==> config.mk <==
export PLATFORM = sky130hd
export DESIGN_NAME = axis_frame_arbiter
export DESIGN_NICKNAME = d
export VERILOG_FILES = /design/src/rtl/axis_arb_pkg.sv /design/src/rtl/axis_frame_arbiter.sv
export SDC_FILE = /design/constraint.sdc
export NUM_CORES = 1
export LEC_CHECK = 0
export ABC_AREA = 1
export ABC_CLOCK_PERIOD_IN_PS = 2000
export BUFFER_PORTS_ARGS = -buffer_cell sky130_fd_sc_hd__buf_2
export CORE_MARGIN = 1
export CORE_UTILIZATION = 47
export DETAILED_ROUTE_END_ITERATION = 10
export PLACE_DENSITY = 0.81
export SKIP_LAST_GASP = 1
export SLEW_MARGIN = 15
export SYNTH_ARGS = -nofsm -noshare
export SYNTH_HDL_FRONTEND = slang
export SYNTH_SLANG_ARGS = --single-unit
==> constraint.sdc <==
create_clock -name clk -period 2 [get_ports clk]
set_clock_uncertainty 0.15 [all_clocks]
set_input_delay 0.2 -clock clk [delete_from_list [all_inputs] [get_ports clk]]
set_output_delay 0.2 -clock clk [all_outputs]
set_load 0.03 [all_outputs]
==> src/rtl/axis_arb_pkg.sv <==
`default_nettype none
// ============================================================================
// Module      : axis_arb_pkg
// Description : Shared types and the round-robin pick helper used by the
//               frame arbiter (and reusable by other arbiters).
// Revision    : 1.0 - initial release
// ============================================================================
package axis_arb_pkg;

  // Largest channel count the pick helper handles.
  localparam int MAX_CH   = 32;
  localparam int MAX_W_CH = 5;

  typedef enum logic [1:0] {
    IDLE = 2'd0,
    PASS = 2'd1,
    PAD  = 2'd2
  } state_t;

  typedef struct packed {
    logic                found;
    logic [MAX_W_CH-1:0] idx;
  } pick_t;

  // Round-robin pick: first set bit of req strictly after 'last', scanning
  // (last+1) mod ch upward. Equivalent to rotate / priority-encode / un-rotate.
  function automatic pick_t rr_pick(input logic [MAX_CH-1:0] req,
                                    input int ch,
                                    input int last);
    pick_t res;
    int    idx;
    res = '0;
    for (int k = 1; k <= MAX_CH; k++) begin
      idx = last + k;
      if (idx >= ch) idx = idx - ch;
      if ((k <= ch) && !res.found && req[idx[MAX_W_CH-1:0]]) begin
        res.found = 1'b1;
        res.idx   = idx[MAX_W_CH-1:0];
      end
    end
    return res;
  endfunction

endpackage
`default_nettype wire

==> src/rtl/axis_frame_arbiter.sv <==
`default_nettype none
// ============================================================================
// Module      : axis_frame_arbiter
// Description : Frame-granular round-robin arbiter feeding one width
//               converter from CH sources. Forwards whole frames, drops
//               orphan words, pads truncated frames, flags both per channel.
// Revision    : 1.0 - initial release
// ============================================================================
module axis_frame_arbiter
  import axis_arb_pkg::*;
#(
  parameter  int CH          = 4,
  parameter  int N           = 8,
  parameter  int FRAME_WORDS = 3,
  localparam int W_CH        = (CH > 1) ? $clog2(CH) : 1,
  localparam int W_FW        = $clog2(FRAME_WORDS + 1)
) (
  input  logic              clk,
  input  logic              rst,            // asynchronous, active-low
  input  logic [CH-1:0]     s_axis_tvalid,
  input  logic [CH*N-1:0]   s_axis_tdata,
  input  logic [CH-1:0]     s_axis_tfirst,
  output logic [CH-1:0]     s_axis_tnext,
  output logic              m_axis_tvalid,
  output logic [N-1:0]      m_axis_tdata,
  output logic              m_axis_tfirst,
  input  logic              m_axis_tnext,
  output logic [W_CH-1:0]   m_axis_tid,
  input  logic              err_clr,
  output logic [CH-1:0]     err,
  output logic [15:0]       frame_count
);

  typedef struct packed {
    state_t          state;
    logic [W_CH-1:0] grant;
    logic [W_CH-1:0] rr_last;
    logic [W_FW-1:0] cnt;
    logic [CH-1:0]   err;
    logic [15:0]     frame_count;
  } arb_reg_t;

  arb_reg_t        reg_q, reg_d;
  logic [CH-1:0]   w_cand;
  pick_t           w_pick;
  logic            w_pick_ok;
  logic            w_g_vld, w_g_fst;
  logic [N-1:0]    w_g_dat;
  logic            w_last;
  logic            w_word_done;
  logic            w_rearb;
  logic [CH-1:0]   w_set_err;

  // A channel may start a frame only when it presents a valid tfirst word.
  assign w_cand    = s_axis_tvalid & s_axis_tfirst;
  assign w_pick    = rr_pick(MAX_CH'(w_cand), CH, int'(reg_q.rr_last));
  assign w_pick_ok = w_pick.found && (int'(w_pick.idx) < CH);
  assign w_last    = (reg_q.cnt == W_FW'(FRAME_WORDS - 1));

  // Mux the granted channel's word.
  always_comb begin
    w_g_vld = 1'b0;
    w_g_fst = 1'b0;
    w_g_dat = '0;
    for (int i = 0; i < CH; i++) begin
      if (W_CH'(i) == reg_q.grant) begin
        w_g_vld = s_axis_tvalid[i];
        w_g_fst = s_axis_tfirst[i];
        w_g_dat = s_axis_tdata[i*N +: N];
      end
    end
  end

  // Next-state, output drive, orphan discard and arbitration.
  always_comb begin
    reg_d         = reg_q;
    m_axis_tvalid = 1'b0;
    m_axis_tdata  = '0;
    m_axis_tfirst = 1'b0;
    s_axis_tnext  = '0;
    w_set_err     = '0;
    w_word_done   = 1'b0;
    w_rearb       = 1'b0;

    case (reg_q.state)
      IDLE: w_rearb = 1'b1;
      PASS: begin
        if (w_g_vld && w_g_fst && (reg_q.cnt != '0)) begin
          // A new frame started before this one finished: hold the word
          // and fill the rest of the frame instead.
          reg_d.state            = PAD;
          w_set_err[reg_q.grant] = 1'b1;
        end else begin
          m_axis_tvalid = w_g_vld;
          m_axis_tdata  = w_g_dat;
          m_axis_tfirst = w_g_fst;
          if (w_g_vld && m_axis_tnext) begin
            s_axis_tnext[reg_q.grant] = 1'b1;
            w_word_done               = 1'b1;
          end
        end
      end
      PAD: begin
        m_axis_tvalid = 1'b1;
        w_word_done   = m_axis_tnext;
      end
      default: reg_d.state = IDLE;
    endcase

    if (w_word_done) begin
      if (w_last) begin
        reg_d.frame_count = reg_q.frame_count + 16'd1;
        w_rearb           = 1'b1;
      end else begin
        reg_d.cnt = reg_q.cnt + W_FW'(1);
      end
    end

    // Words without tfirst on channels not holding the grant are dropped.
    for (int i = 0; i < CH; i++) begin
      if (((reg_q.state == IDLE) || (W_CH'(i) != reg_q.grant)) &&
          s_axis_tvalid[i] && !s_axis_tfirst[i]) begin
        s_axis_tnext[i] = 1'b1;
        w_set_err[i]    = 1'b1;
      end
    end

    if (w_rearb) begin
      if (w_pick_ok) begin
        reg_d.state   = PASS;
        reg_d.grant   = W_CH'(w_pick.idx);
        reg_d.rr_last = W_CH'(w_pick.idx);
        reg_d.cnt     = '0;
      end else begin
        reg_d.state = IDLE;
      end
    end

    // A set event in the same cycle wins over the clear.
    reg_d.err = (reg_q.err & ~{CH{err_clr}}) | w_set_err;

    // No word is consumed while reset is held.
    if (!rst) s_axis_tnext = '0;
  end

  // State register with asynchronous reset; channel 0 gets first priority.
  always_ff @(posedge clk or negedge rst) begin
    if (!rst) begin
      reg_q <= '{state: IDLE, grant: '0, rr_last: W_CH'(CH - 1),
                 cnt: '0, err: '0, frame_count: '0};
    end else begin
      reg_q <= reg_d;
    end
  end

  assign m_axis_tid  = reg_q.grant;
  assign err         = reg_q.err;
  assign frame_count = reg_q.frame_count;

endmodule
`default_nettype wire

==> metrics.yaml <==
status: "complete, but fails checks"
violations: "negative setup slack"
setup_tns_ns: -4.56
die_h_um: 74.6
place.gp.congestion: 0.961
setup_viol: 38
worstPathRequired_ns: 1.65
grt_max_degree: 29
crit_slowest_cell: "dfrtp_2"
clk_latency_ns: 0.27
syn_inst: 357
area_delta_synth_final_pct: 43.1
yosysTopAreaCell: "dfrtp_1"
drtPass1Iterations: 4
critPathMaxStageDelay_ns: 0.49
drt_wl_total_um: 7670
final_cell_mix: "81 x nand2_1, 65 x buf_2, 46 x inv_1, 36 x buf_4, 24 x dfrtp_1"
dieArea_um2: 5570
syn_avg_cell_area_um2: 6.94
drt_drc_violations_left: 0
cts_inserted_buffers: 3
start_util_pct: 48.5
power.total_mw: 5.08
cts_tree: "yes"
clock_sinks: 28
synthTopCellsByArea: "dfrtp_1 26%, nand2_1 15%, inv_1 8.0%"
cp.depth: 10
yosys_register_bits: 28
fin_nets: 513
row_count: 26
dp.cells: 501
clk_path_buf_depth: 2
holdWs_ns: 0.0664
min_period_ns: 2.21
fin_cells: 526
ios: 80
start_kind: "flip-flop"
post-route-period-util_pct: 110
syn-num-nets: 413
slew_viol_final: 0
antenna_found_initial: 0
final_common_cell: "nand2_1"
grt.total_usage_pct: 26.0
drive_above_1_share_pct: 44.5
min_path_cells: 2
hold_violations: 0
coreArea_um2: 5110
powerDensity_nw_per_um2: 1430
cp_common_cell: "nand2_2"
critPathTopFamily: "flip-flops"
synth_top_area_share_pct: 26.2
rsz0062_at_grt: "yes"
max_freq_mhz: 453
tightest_slew_ns: 0.393
yosysUniqueCellTypes: 34
netlist_area_um2: 2480
grt_pass1_vias: 2578
htree_levels: 1
worst_ep_arrival_time_ns: 1.86
cp_max_fo: 6
p_leak_nw: 1.77
wl_per_cell_um: 14.6
irDropWorstVdd_mv: 0.832
viasPerCell: 5.34
r2r_cells: 12
cts-root-buf: "clkbuf_8"
slew_headroom_pct: 73.6
yosysWarningCount: 0
drt_iter0_drc: 166
path_cells: "inv_2 -> nand2_2 -> nand2_2 -> nand3_2 -> a21boi_2 -> nand3_4 -> inv_4 -> nand2_1 -> a21oi_2 -> buf_6"
n_antenna_cell: 0
layout_setup_ws_ns: -0.205
path_clk_slew_ns: 0.09
final_util_pct: 69.5
path_class: "flip-flop to output port"
yosysSeqAreaShare_pct: 28.4
fp.dieW_um: 74.6
cap_viol_max_count: 0
drtAntennaViolNets: 0
grt_pass1_wl_um: 11100
portBuffers: 79
vias: 2807
dpl.hpwl_um: 5160
cp.buffers_inverters: 3
cp-end-kind: "output port"
grt-ovfl-total: 0
min_path_type: "input pin to flip-flop"
-- registers in the layout, summed over array words and instances, names as in the netlist --
register     cells
frame_count     16
m_axis_tid       2
err              4
reg_q            6
-- worst paths after layout --
path                                      from               to  slack, ns
worst max-delay path             m_axis_tid[0]  s_axis_tnext[2]      -0.21
worst min-delay path                   err_clr           err[1]       0.07
worst max register to register   m_axis_tid[0]   frame_count[8]      -0.16
worst min register to register  frame_count[3]   frame_count[3]       0.39
max in group asynchronous                  rst        reg_q[23]       1.06
min in group asynchronous                  rst  frame_count[14]       0.33
-- cells by family after synthesis --
logic type / Yosys count / synth area share [%]
adders and majority gates: 12 / 6.06
AOI/OAI and AO/OA: 50 / 12.7
xor gates and xnor gates: 9 / 3.18
buffers and inverters: 83 / 17.5
DFF: 28 / 28.4
and+or+nand+nor: 175 / 32.3
-- repair_timing --
| action | 4_1_cts | 5_1_grt |
|---|---|---|
| gates cloned | 1 | 0 |
| resized for setup | 51 | 49 |
| hold endpoints to repair | 26 | 0 |
| setup buffers | 10 | 10 |
| setup endpoints to repair | 26 | 38 |
| hold buffers | 1 | 0 |
| pin swaps | 10 | 20 |
-- stage by stage --
step	setup slack, ns	cell area [um2]
5_1_grt	-0.277	3550
3_5_place_dp	-0.117	2990
4_1_cts	-0.150	3280
3_3_place_gp	-0.0276	2990
2_1_floorplan	-0.109	2550
6_report	-0.205	3550
-- layer usage --
layer	up-vias	GRT usage [%]	part of all wire, %	wire (um)
li1	1337	-	-	-
met1	1312	30.5	38	2950
met2	119	44.8	51	3890
met3	39	4.55	5.4	413
met4	0	14.9	5.4	413
met5	-	0	0	0
-- cell type report --
cell class                      instances  area [um2]
Multi-Input combinational cell        246        1630
Fill cell                             379        1560
Timing Repair Buffer                  121         837
Sequential cell                        28         706
Inverter                               56         224
Tap cell                               70        87.6
Clock buffer                            4        55.1
Timing Repair inverter                  1        6.26
-- synthesized netlist by cell type, drive strengths merged --
library cell	n
xor2	6
dfstp	2
a221oi	2
nor2	25
nand2	105
xnor2	3
clkinv	1
nand3	32
o221ai	4
o41ai	1
o2111ai	2
ha	12
nand4	1
dfrtp	26
nand3b	2
nor4	2
inv	55
nor3	8
o211ai	2
a21boi	2
a21oi	8
a311oi	4
buf	27
o21ai	24
o22ai	1
-- where the power goes --
part	internal (mW)	total (mW)	switching, mW
Combinational	1.58	3.86	2.28
Sequential	0.723	0.871	0.148
Clock	0.176	0.350	0.173
(Power assumes the default switching activity.)
